$ cat config.mk
export PLATFORM = sky130hd
export DESIGN_NAME = hazard_ctrl
export DESIGN_NICKNAME = d
export VERILOG_FILES = /design/src/rtl/hazard_ctrl.sv
export SDC_FILE = /design/constraint.sdc
export NUM_CORES = 1
export LEC_CHECK = 0
export ABC_CLOCK_PERIOD_IN_PS = 2300
export BUFFER_PORTS_ARGS = -buffer_cell sky130_fd_sc_hd__buf_4
export CAP_MARGIN = 20
export CORE_ASPECT_RATIO = 0.9
export CORE_UTILIZATION = 25
export DETAILED_ROUTE_END_ITERATION = 6
export PLACE_DENSITY = 0.55
export SYNTH_ARGS = -nofsm -noshare
export SYNTH_HDL_FRONTEND = slang
export SYNTH_SLANG_ARGS = --single-unit
$ cat constraint.sdc
create_clock -name clk -period 2.3 [get_ports clk]
set_input_delay 0.345 -clock clk [delete_from_list [all_inputs] [get_ports clk]]
set_output_delay 0.345 -clock clk [all_outputs]
set_load 0.03 [all_outputs]
$ cat src/rtl/hazard_ctrl.sv
// Pipeline hazard controller: per-register pending-write scoreboard for RAW
// stalls, plus flush / PC-redirect sequencing for taken branches from ex.
module hazard_ctrl #(
  parameter int unsigned PEND_W       = 2,
  parameter int unsigned FLUSH_CYCLES = 2
) (
  input  logic        clk,
  input  logic        rst_n,
  input  logic        id_valid_i,
  input  logic [4:0]  id_rs1_addr_i,
  input  logic [4:0]  id_rs2_addr_i,
  input  logic [4:0]  id_rd_addr_i,
  input  logic        id_reg_wen_i,
  input  logic        wb_wen_i,
  input  logic [4:0]  wb_rd_addr_i,
  input  logic        ex_jump_en_i,
  input  logic [31:0] ex_jump_addr_i,
  output logic        stall_o,
  output logic        flush_o,
  output logic        jump_en_o,
  output logic [31:0] jump_addr_o,
  output logic        sb_err_o
);

  localparam logic [PEND_W-1:0] PendMax     = '1;
  localparam logic [PEND_W-1:0] PendOne     = PEND_W'(1);
  localparam bit                HasFlushSt  = (FLUSH_CYCLES > 1);
  // Counter value loaded on a redirect; the ex_jump_en cycle itself is the first flush cycle.
  localparam logic [3:0]        FlushReload = HasFlushSt ? 4'(FLUSH_CYCLES - 2) : 4'd0;

  typedef enum logic [0:0] {StIdle, StFlush} state_e;

  state_e            state_q, state_d;
  logic [3:0]        cnt_q, cnt_d;
  logic [PEND_W-1:0] pend_q [32];
  logic [PEND_W-1:0] pend_d [32];
  logic              sb_err_q, sb_err_d;
  logic              jump_en_q;
  logic [31:0]       jump_addr_q;

  logic rs1_busy, rs2_busy, raw_hazard, sat_hazard, issue, retire;

  // Entry 0 is held at zero, so x0 never appears busy; address checks make that explicit.
  assign rs1_busy   = (id_rs1_addr_i != 5'd0) && (pend_q[id_rs1_addr_i] != '0);
  assign rs2_busy   = (id_rs2_addr_i != 5'd0) && (pend_q[id_rs2_addr_i] != '0);
  assign raw_hazard = id_valid_i && (rs1_busy || rs2_busy);
  assign sat_hazard = id_valid_i && id_reg_wen_i && (id_rd_addr_i != 5'd0) &&
                      (pend_q[id_rd_addr_i] == PendMax);

  assign flush_o = ex_jump_en_i || (state_q == StFlush);
  assign stall_o = (raw_hazard || sat_hazard) && !flush_o;
  assign issue   = id_valid_i && id_reg_wen_i && !stall_o && !flush_o &&
                   (id_rd_addr_i != 5'd0);
  assign retire  = wb_wen_i && (wb_rd_addr_i != 5'd0);

  assign jump_en_o   = jump_en_q;
  assign jump_addr_o = jump_addr_q;
  assign sb_err_o    = sb_err_q;

  // Scoreboard next state: issue increments, retire decrements, both on one register cancel.
  always_comb begin
    sb_err_d  = sb_err_q;
    pend_d[0] = '0;
    for (int unsigned i = 1; i < 32; i++) begin
      pend_d[i] = pend_q[i];
      if (issue && (id_rd_addr_i == 5'(i)) && !(retire && (wb_rd_addr_i == 5'(i)))) begin
        pend_d[i] = pend_q[i] + PendOne;
      end else if (retire && (wb_rd_addr_i == 5'(i)) &&
                   !(issue && (id_rd_addr_i == 5'(i)))) begin
        if (pend_q[i] != '0) begin
          pend_d[i] = pend_q[i] - PendOne;
        end
      end
      // Retiring a write that was never issued is a pipeline bookkeeping bug.
      if (retire && (wb_rd_addr_i == 5'(i)) && (pend_q[i] == '0)) begin
        sb_err_d = 1'b1;
      end
    end
  end

  // Scoreboard and sticky error registers.
  always_ff @(posedge clk or negedge rst_n) begin
    if (!rst_n) begin
      for (int unsigned i = 0; i < 32; i++) begin
        pend_q[i] <= '0;
      end
      sb_err_q <= 1'b0;
    end else begin
      for (int unsigned i = 0; i < 32; i++) begin
        pend_q[i] <= pend_d[i];
      end
      sb_err_q <= sb_err_d;
    end
  end

  // Flush FSM next state: a new redirect while flushing restarts the window.
  always_comb begin
    state_d = state_q;
    cnt_d   = cnt_q;
    unique case (state_q)
      StIdle: begin
        if (ex_jump_en_i && HasFlushSt) begin
          state_d = StFlush;
          cnt_d   = FlushReload;
        end
      end
      StFlush: begin
        if (ex_jump_en_i) begin
          cnt_d = FlushReload;
        end else if (cnt_q == 4'd0) begin
          state_d = StIdle;
        end else begin
          cnt_d = cnt_q - 4'd1;
        end
      end
      default: begin
        state_d = StIdle;
        cnt_d   = 4'd0;
      end
    endcase
  end

  // Flush FSM state and flush counter registers.
  always_ff @(posedge clk or negedge rst_n) begin
    if (!rst_n) begin
      state_q <= StIdle;
      cnt_q   <= 4'd0;
    end else begin
      state_q <= state_d;
      cnt_q   <= cnt_d;
    end
  end

  // Registered redirect strobe and target; the target holds between redirects.
  always_ff @(posedge clk or negedge rst_n) begin
    if (!rst_n) begin
      jump_en_q   <= 1'b0;
      jump_addr_q <= 32'd0;
    end else begin
      jump_en_q <= ex_jump_en_i;
      if (ex_jump_en_i) begin
        jump_addr_q <= ex_jump_addr_i;
      end
    end
  end

endmodule

### After elaboration in Yosys (flattened, before gate mapping)

Index checks and enable logic that the tools add are counted.

| word-level totals | value |
|---|---|
| register bits after elaboration | 101 |
| output and inout port bits | 36 |

| cells by class | value |
|---|---|
| add/sub/neg operators | 63 |
| order comparisons | 3 |
| equality and inequality tests | 65 |
| mux-type cells | 141 |
| bitwise logic cells | 4 |
| reduce and logical (&&, ||, !) cells | 397 |

Operator list:

| operator | count |
|---|---|
| 2-bit 2-to-1 mux | 99 |
| 2-bit nonzero test | 95 |
| 1-bit logical AND | 166 |
| 5-bit == test (second input constant) | 32 |
| 5-bit by 4-bit == test with 1-bit output (second input constant) | 16 |
| 1-bit zero test | 64 |
| 2-bit AND reduction | 32 |
| 2-bit by 1-bit adder with 2-bit output (second input constant) | 31 |
| 2-bit zero test | 31 |
| 2-bit by 1-bit subtractor with 2-bit output (second input constant) | 31 |
| 5-bit by 3-bit == test with 1-bit output (second input constant) | 8 |
| 1-bit 2-to-1 mux | 34 |
| 31-bit nonzero test | 1 |
| 2-bit binary-select mux with 5-bit select | 3 |
| 5-bit by 2-bit == test with 1-bit output (second input constant) | 4 |
| 5-bit nonzero test | 4 |
| 6-bit >= comparator (second input constant) | 3 |
| 5-bit NOT with 6-bit output | 3 |
| 4-bit 2-to-1 mux | 3 |
| 5-bit by 1-bit == test with 1-bit output (second input constant) | 2 |
| 4-bit case mux with 2 select lines | 1 |
| 4-bit zero test | 1 |
| 4-bit by 1-bit subtractor with 4-bit output (second input constant) | 1 |
| 1-bit logical OR | 3 |
| 5 further kinds | 5 |

### Depth between registers and ports, before layout

Gate-level depths: netlist of the first run.

| depth | value |
|---|---|
| depth after elaboration | 35 |
| gate-level depth with buffers | 13 |
| gate-level depth less buffers | 10 |

### Worst setup path before layout of the first run

Ideal clock, no wire load.

| timing | value |
|---|---|
| path type | input to register |
| from | in id_rd_addr_i[1] |
| to | reg pend_q[59] (netlist bit) |
| data arrival time | 2420 ps |
| path slack | -185 ps |
| cell stages on the path | 12 |
| buffers on the path | 3 |
| cells stage by stage | buf_6 > buf_4 > a311oi_1 > mux2i_1 > a32o_1 > a31o_4 > buf_6 > nor4_1 > ha_1 > nor3b_1 > o21ai_0 > nand2_1 |

| between the ends | value |
|---|---|
| cells in the longest elaborated chain, start to end | 17 |
| elaborated cells between the ends (all ways) | 23 |
| classes of those cells | eq/ne (2); mux (4); bitwise (1); reduce/logical (16) |

Ends and longest elaborated chain:

| item | line | text |
|---|---|---|
| from (decl) | 12 | `input logic [4:0] id_rd_addr_i,` |
| 5-bit NOT with 6-bit output (implied by the code) | 48 | `(pend_q[id_rd_addr_i] == PendMax);` |
| 2-bit binary-select mux with 5-bit select | 48 |  |
| 2-bit 2-to-1 mux (implied by the code) (2 in series) | 48 |  |
| 2-bit == test | 48 |  |
| 1-bit logical AND | 47 | `assign sat_hazard = id_valid_i && id_reg_wen_i && (id_rd_addr_i != 5'd0) &&` |
| 1-bit logical OR | 51 | `assign stall_o = (raw_hazard \|\| sat_hazard) && !flush_o;` |
| 1-bit logical AND | 51 |  |
| 1-bit zero test | 52 | `assign issue = id_valid_i && id_reg_wen_i && !stall_o && !flush_o &&` |
| 1-bit logical AND (3 in series) | 52 |  |
| 1-bit logical AND (*) | 66, 69 |  |
| 1-bit zero test | 69 | `!(issue && (id_rd_addr_i == 5'(i)))) begin` |
| 1-bit logical AND | 68 | `end else if (retire && (wb_rd_addr_i == 5'(i)) &&` |
| 2-bit nonzero test (no source line) | -- |  |
| 2-bit AND reduction (no source line) | -- |  |
| to (signal, indexed assignment) | 90 | `pend_q[i] <= pend_d[i];` |
| to (decl) | 35 | `logic [PEND_W-1:0] pend_q [32];` |

Mark *: on every way between the ends. The rest lies on a longest branch, timed or not. The select of a mux whose other input is x is not followed.
A chain may end at the register's enable or synchronous reset.

### Worst setup path in the final report of the first run

| timing | value |
|---|---|
| from | reg pend_q[24] (netlist bit) |
| to | out stall_o |

| between the ends | value |
|---|---|
| cells in the longest elaborated chain, start to end | 9 |
| elaborated cells between the ends (all ways) | 19 |
| classes of those cells | eq/ne (1); mux (9); reduce/logical (9) |

Ends and longest elaborated chain:

| item | line | text |
|---|---|---|
| 2-bit binary-select mux with 5-bit select (on tied branches) | 44, 45 |  |
| 2-bit 2-to-1 mux (on tied branches) (2 in series) | 44, 45 |  |
| 2-bit nonzero test (on tied branches) | 44, 45 |  |
| 1-bit logical AND (on tied branches) | 44, 45 |  |
| 1-bit logical OR | 46 | `assign raw_hazard = id_valid_i && (rs1_busy \|\| rs2_busy);` |
| 1-bit logical AND | 46 |  |
| 1-bit logical OR (*) | 51 |  |
| 1-bit logical AND (*) | 51 |  |
| to (decl) | 18 | `output logic stall_o,` |

Marked as above.

==> summary.md, run 1 <==
| Metric | Value |
|---|---|
| Worst R2R Start | `pend_q[24]` |
| Fillers | `2657` |
| Synth top area cells | `dfrtp_1 (37%), nand2_1 (8.5%), o21ai_0 (7.1%), nor2b_1 (6.1%), ha_1 (5.8%)` |
| PwrDens | `between 400 and 500 nW/µm²` |
| Crit Path Category | `flip-flop to output pin` |
| Antenna fix cells | `0` |
| Critical path origin | `pend_q[24]` |
| Global-route wire length before repair | `36.0 mm` |
| Pre-antenna DRT Iters | `5` |
| Leak Pwr | `4.70 nW` |
| Slew Viols, Final | `0` |
| CP Cell Sequence | `buf_4, a311oi_2, mux2i_2, a32o_2, a31o_4, buf_4, a22o_4, buf_6` |
| Area of the multi-input gates | `between 5000 and 6000 µm²` |
| Critical Path Fanout Max | `5` |
| H-tree levels | `3` |
| GPL Wtd Cong | `approximately 0.89` |
| Die area | `around 28000 µm²` |
| Routed vias/inst | `4.93` |
| Critical Path Sink Type | `output pin` |
| Fmax | `357 MHz` |
| Cell total after placement | `1362` |
| Outcome | `finished with violations` |
| Worst Path Buf+Inv | `3` |
| CP Capture Point | `stall_o` |
| Antenna-violating nets left | `0` |
| CP peak stage delay | `around 0.40 ns` |
| Failing checks | `negative setup slack` |
| Chip width | `177 µm` |
| Commonest cells in the netlist | `nand2_1 (156), dfrtp_1 (101), o21ai_0 (97), nor2_1 (80), nor2b_1 (67)` |
| MaxCap Viol Count | `0` |
| Reg2Reg Depth | `13` |
| Seq/Total Area, Yosys | `36.8%` |
| Final Hold Vio Count | `0` |
| Clock sink count | `between 100 and 150` |
| Critical hold path startpoint | `ex_jump_addr_i[28]` |
| CP required | `1.96 ns` |
| CTS tree | `yes` |
| Wire per inst | `16.4 µm` |
| Initial DRC Count | `544` |
| Nets | `1137` |
| Top-area cell type share of the netlist area | `36.8%` |
| Count leader, synth | `nand2_1` |
| EDFF count, synth | `0` |
| Vias in the first global route | `6662` |
| Worst-case clock buffer depth | `2` |
| FF+latch area | `around 2500 µm²` |
| Mean Syn Cell Area | `8.74 µm²` |
| Final WS setup | `-0.502 ns` |
| GRT Total Usage | `16.5%` |
| Fin crit share | `122%` |
| Mapped Nets | `around 900` |
| I/O pin cnt | `94` |
| Antenna violations before repair | `0` |
| Setup Viol. Count Final | `63` |
| Final WL | `23.1 mm` |
| Total power | `4.66 mW` |
| Yosys warning count | `0` |
| GRT overflow | `0` |
| R2R Path End | `pend_q[30]` |
| Post-synth top area cell | `dfrtp_1` |
| Reg2reg setup slack | `-0.50 ns` |
| Slew margin rel. | `47.0%` |
| Unique masters post-synth | `51` |
| # rows | `57` |
| Slew of the pin with the lowest slew margin | `just under 0.8 ns` |
| Crit. path cell count | `8` |
| CTS root buf | `clkbuf_16` |
| CP Launch Type | `flip-flop` |
| Post-layout util | `39.9%` |
| Pin count of the biggest net entering global routing | `39` |
| FF+latch count, synth | `101` |
| Worst-skew pair later-pin latency | `0.37 ns` |
| Post-DP HPWL | `about 17 mm` |
| Vias | `6929` |
| Cell area after synthesis | `6860 µm²` |
| CP dominant cell by count | `buf_4` |
| Die H | `around 160 µm` |
| Cell area after placement | `between 9000 and 10000 µm²` |
| CP max stage cell | `dfrtp_1` |
| Ys async rst share | `100%` |
| Share of cells above drive strength 1 | `roughly 44%` |
| Clk_skew | `0.0168 ns` |
| Clock transition at path regs | `approximately 0.09 ns` |
| # port buffers | `93` |
| Design area | `10800 µm²` |
| Worst Hold Class | `primary input to flip-flop` |
| Peak supply drop | `409 µV` |
| Non-Filler Instances | `about 1400` |
| CTS buffer count | `9` |
| Clock period minus worst slack | `~2.8 ns` |
| CORE AREA | `around 27000 µm²` |
| CP top delay family | `compound AO/OA/AOI/OAI gates` |
| Area grow syn2layout | `56.8%` |
| Top FF cell, synth | `dfrtp_1` |
| Cells after Synth | `785` |
| RSZ-0062 raised after global routing | `yes` |
| Initial Utilization | `25.5%` |
| # DRC | `0` |
| Data arrival time of the worst path | `2.46 ns` |
-- worst min path at each step --
stage,endpoint,cells after the start
final,jump_addr_o[28],2
after floorplan,cnt_q[0],0
after detailed placement,jump_addr_o[29],1
after global placement,jump_addr_o[29],1
after global routing,jump_addr_o[8],2
after CTS,jump_addr_o[30],2
-- where the power goes --
part | switching [mW] | internal (mW) | leakage, nW | total (mW)
registers | 0.0520 | 1.87 | 1.32 | 1.92
clock network | 0.806 | 0.800 | 0.149 | 1.61
logic | 0.625 | 0.503 | 3.22 | 1.13
total | 1.48 | 3.17 | 4.70 | 4.66
-- cells in the final DEF (no fill, tap or decap), types with 4 or more instances in the layout --
| cell | n |
|---|---|
| buf_12 | 8 |
| buf_4 | 241 |
| buf_6 | 21 |
| clkbuf_16 | 9 |
| dfrtp_1 | 99 |
| ha_1 | 12 |
| ha_4 | 19 |
| inv_1 | 7 |
| inv_8 | 4 |
| mux2_2 | 35 |
| mux4_1 | 4 |
| mux4_2 | 12 |
| nand2_1 | 155 |
| nand2b_1 | 5 |
| nand3_1 | 30 |
| nand4_1 | 4 |
| nor2_1 | 52 |
| nor2_2 | 20 |
| nor2_4 | 8 |
| nor2b_1 | 67 |
| nor3_1 | 6 |
| nor3b_2 | 30 |
| nor4_4 | 28 |
| o211ai_1 | 7 |
| o21ai_0 | 20 |
| o21ai_1 | 76 |
-- what timing repair did --
| action | CTS | global route |
|---|---|---|
| endpoints found under the setup margin | 63 | 63 |
| hold buffers | 1 | 0 |
| pin swaps | 74 | 46 |
| gates cloned | 3 | 0 |
| hold endpoints to repair | 27 | 0 |
| buffers inserted | 22 | 6 |
| gates resized for setup | 133 | 59 |
-- area by class of cell --
class                   count  area share [%]
multi-input cells         652            48.2
repair buffers            274            21.0
clock buffers              10            2.22
well taps                 354            4.12
flip-flops and latches    101            23.5
clock inverters             6           0.558
inverters                   9           0.407
-- cells by family after synthesis --
group	synth area share, %
DFF	36.8
buffers and inverters	2.94
xor gates and xnor gates	0.383
muxes	12.3
adders and majority gates	5.84
AOI/OAI and AO/OA	11.9
and+or+nand+nor	29.8
-- registers in the layout (all words and copies together), names as in the netlist --
name         flops
pend_q          62
state_q          1
jump_addr_o     32
cnt_q            4
jump_en_o        1
sb_err_o         1
-- routing by layer --
metal / share of wire (%) / global-route usage (%)
met1: 46 / 23.0
met2: 46 / 25.4
met3: 5.7 / 2.96
met4: 2.4 / 5.76
met5: 0 / 0
-- metrics by stage --
stage / setup TNS (ns) / hold slack [ns] / worst slack (ns)
5_1_grt: -30.82 / 0.196 / -0.601
3_3_place_gp: -42.21 / 0.317 / -0.879
6_report: -24.04 / 0.207 / -0.502
3_5_place_dp: -42.55 / 0.312 / -0.857
2_1_floorplan: -3.84 / 0.0494 / -0.122
4_1_cts: -25.06 / 0.192 / -0.499
Power figures use the tool's default switching activity.
==> run 2: changes to the inputs <==
--- a/config.mk
+++ b/config.mk
@@ -11,7 +11,7 @@
 export CORE_ASPECT_RATIO = 0.9
 export CORE_UTILIZATION = 25
 export DETAILED_ROUTE_END_ITERATION = 6
-export PLACE_DENSITY = 0.55
+export PLACE_DENSITY = 0.42
 export SYNTH_ARGS = -nofsm -noshare
 export SYNTH_HDL_FRONTEND = slang
 export SYNTH_SLANG_ARGS = --single-unit
==> constraint.sdc (replaced) <==
create_clock -name clk -period 2.3 [get_ports clk]
set_input_delay 0.115 -clock clk [delete_from_list [all_inputs] [get_ports clk]]
set_output_delay 0.115 -clock clk [all_outputs]
set_load 0.03 [all_outputs]
==> run 2 against run 1 <==
The flow still finishes with violations (negative setup slack). Sequential share of layout area decreased by 1.2 points. Clock-buffer cell count unchanged. Critical path type unchanged. Highest routed layer unchanged. Sequential power about the same. Critical endpoint unchanged.
==> summary.md, run 2 (synthesis results as in run 1) <==
| Metric | Value |
|---|---|
| Antenna violations before repair | `0` |
| Critical Path Sink Type | `output pin` |
| Area grow syn2layout | `65.1%` |
| Fin crit share | `122%` |
| Final WL | `25.3 mm` |
| Area of the multi-input gates | `~5400 µm²` |
| Die H | `between 150 and 200 µm` |
| GRT overflow | `0` |
| Final Hold Vio Count | `0` |
| Final hold slack | `between 0.2 and 0.25 ns` |
| CTS buffer count | `9` |
| I/O pin cnt | `94` |
| Slew margin rel. | `42.4%` |
| Pin count of the biggest net entering global routing | `41` |
| CP top delay family | `compound AO/OA/AOI/OAI gates` |
| Top Layer Used | `met4` |
| MaxCap Viol Count | `0` |
| Clk_skew | `0.0109 ns` |
| Reg2reg setup slack | `-0.50 ns` |
| CTS root buf | `clkbuf_16` |
| CP dominant cell by count | `buf_6` |
| FF+latch area | `2530 µm²` |
| CP max stage cell | `mux4_2` |
| Worst Path Buf+Inv | `3` |
| Chip width | `177 µm` |
| Die area | `28100 µm²` |
| CP Cell Sequence | `buf_6, nand2_1, mux4_2, mux2i_2, a32o_2, a31o_4, buf_12, a22o_1, buf_6` |
| Outcome | `finished with violations` |
| GRT Total Usage | `18.1%` |
| # DRC | `0` |
| Slew of the pin with the lowest slew margin | `0.860 ns` |
| Pre-antenna DRT Iters | `5` |
| Most common cell after layout, fill and taps aside | `buf_4` |
| CORE AREA | `between 20000 and 30000 µm²` |
| Vias | `7128` |
| Critical Path Fanout Max | `7` |
| Initial Utilization | `25.5%` |
| H-tree levels | `3` |
| Reg2Reg Depth | `12` |
| Clock sink count | `101` |
| Worst R2R Start | `pend_q[28]` |
| Leak Pwr | `just under 5 nW` |
| Worst Hold Class | `primary input to flip-flop` |
| Fillers | `2654` |
| Peak supply drop | `361 µV` |
| CP required | `2.18 ns` |
| # port buffers | `slightly above 90` |
| Vias in the first global route | `a little under 7000` |
| Crit Path Category | `flip-flop to output pin` |
| Antenna-violating nets left | `0` |
| Wire per inst | `17.5 µm` |
| Post-place setup slack | `-0.652 ns` |
| Fin Setup TNS | `-23.27 ns` |
| CP Launch Type | `flip-flop` |
| Worst-case clock buffer depth | `2` |
| Met2 WL post-DR | `between 10 and 15 mm` |
| Antenna fix cells | `0` |
| Max reg flops | `between 60 and 70` |
| Setup Viol. Count Final | `63` |
| Clock period minus worst slack | `around 2.8 ns` |
| Post-DP HPWL | `about 18 mm` |
| Total power | `4.64 mW` |
| Critical hold path startpoint | `ex_jump_en_i` |
| Global-route wire length before repair | `39.1 mm` |
| Most frequent cells in the layout | `buf_4 (243), nand2_1 (150), dfrtp_1 (99)` |
| M1 WL | `12.3 mm` |
| Data arrival time of the worst path | `2.69 ns` |
| Hold path cells | `2` |
| PwrDens | `just over 400 nW/µm²` |
| Failing checks | `negative setup slack` |
| Fmax | `approximately 360 MHz` |
| Routed vias/inst | `4.92` |
| R2R Path End | `pend_q[61]` |
| Worst-skew pair later-pin latency | `0.37 ns` |
| WL met3 | `1.46 mm` |
| CTS tree | `yes` |
| Worst hold endpoint | `jump_en_o` |
| Clock transition at path regs | `0.08 ns` |
| Nets | `1180` |
| Final WS setup | `-0.510 ns` |
| Initial DRC Count | `441` |
| # rows | `57` |
| RSZ-0062 raised after global routing | `yes` |
| Share of cells above drive strength 1 | `46.5%` |
| Reg with most FFs | `pend_q` |
| CP peak stage delay | `0.49 ns` |
| Slew Viols, Final | `0` |
| GPL Wtd Cong | `0.882` |
-- run 2: cell types whose count changed in the layout (fill, tap and decap cells not counted), moves of 5 or more --
cell	change
ha_4	+5
nand2_1	-5
nor2_2	+12
dlygate4sd3_1	+32
buf_6	+9
nor2_1	-16
nand2_2	+5
-- run 2: report_power, final --
part	internal (mW)	leakage [nW]	switching, mW	total, mW
Combinational	0.532	3.43	0.638	1.17
Clock	0.756	0.132	0.785	1.54
Sequential	1.87	1.32	0.0573	1.93
-- run 2: worst max path at each step --
stage          startpoint          to  slack (ns)  depth (start not counted)
4_1_cts        pend_q[18]  pend_q[25]       -0.49                         13
6_report       pend_q[31]     stall_o       -0.51                          9
2_1_floorplan  pend_q[28]  pend_q[29]       -0.09                         11
3_5_place_dp   pend_q[28]  pend_q[41]       -0.65                         12
5_1_grt        pend_q[28]  pend_q[61]       -0.56                         12
3_3_place_gp   pend_q[28]  pend_q[23]       -0.69                         12
-- run 2: metrics by stage --
step | instances | area [µm²] | util (%)
3_5_place_dp | 1371 | 9310 | 34.5
2_1_floorplan | 785 | 7050 | -
3_3_place_gp | 1371 | 9310 | 34.5
6_report | 1449 | 11300 | 42.0
5_1_grt | 1449 | 11300 | 42.0
4_1_cts | 1436 | 10600 | 39.4
-- run 2: final cells by class --
class	count	share of cell area, %
clock buffers	10	2.02
well taps	354	3.91
repair buffers	316	23.7
inverters	9	0.298
multi-input cells	653	47.2
clock inverters	6	0.464
flip-flops and latches	101	22.3
-- run 2: repair_timing --
action,in CTS,in global routing
pin swaps,63,101
endpoints found under the setup margin,63,63
buffers inserted,18,16
gates resized for setup,146,146
cloned,4,1
endpoints found under the hold margin,68,0
hold buffers,33,0
-- run 2: metal layers --
| layer | GRT usage (%) | vias up |
|---|---|---|
| met5 | 0 | - |
| met4 | 3.61 | 0 |
| met3 | 4.08 | 18 |
| met2 | 27.5 | 202 |
| met1 | 26.1 | 3471 |
| li1 | - | 3437 |
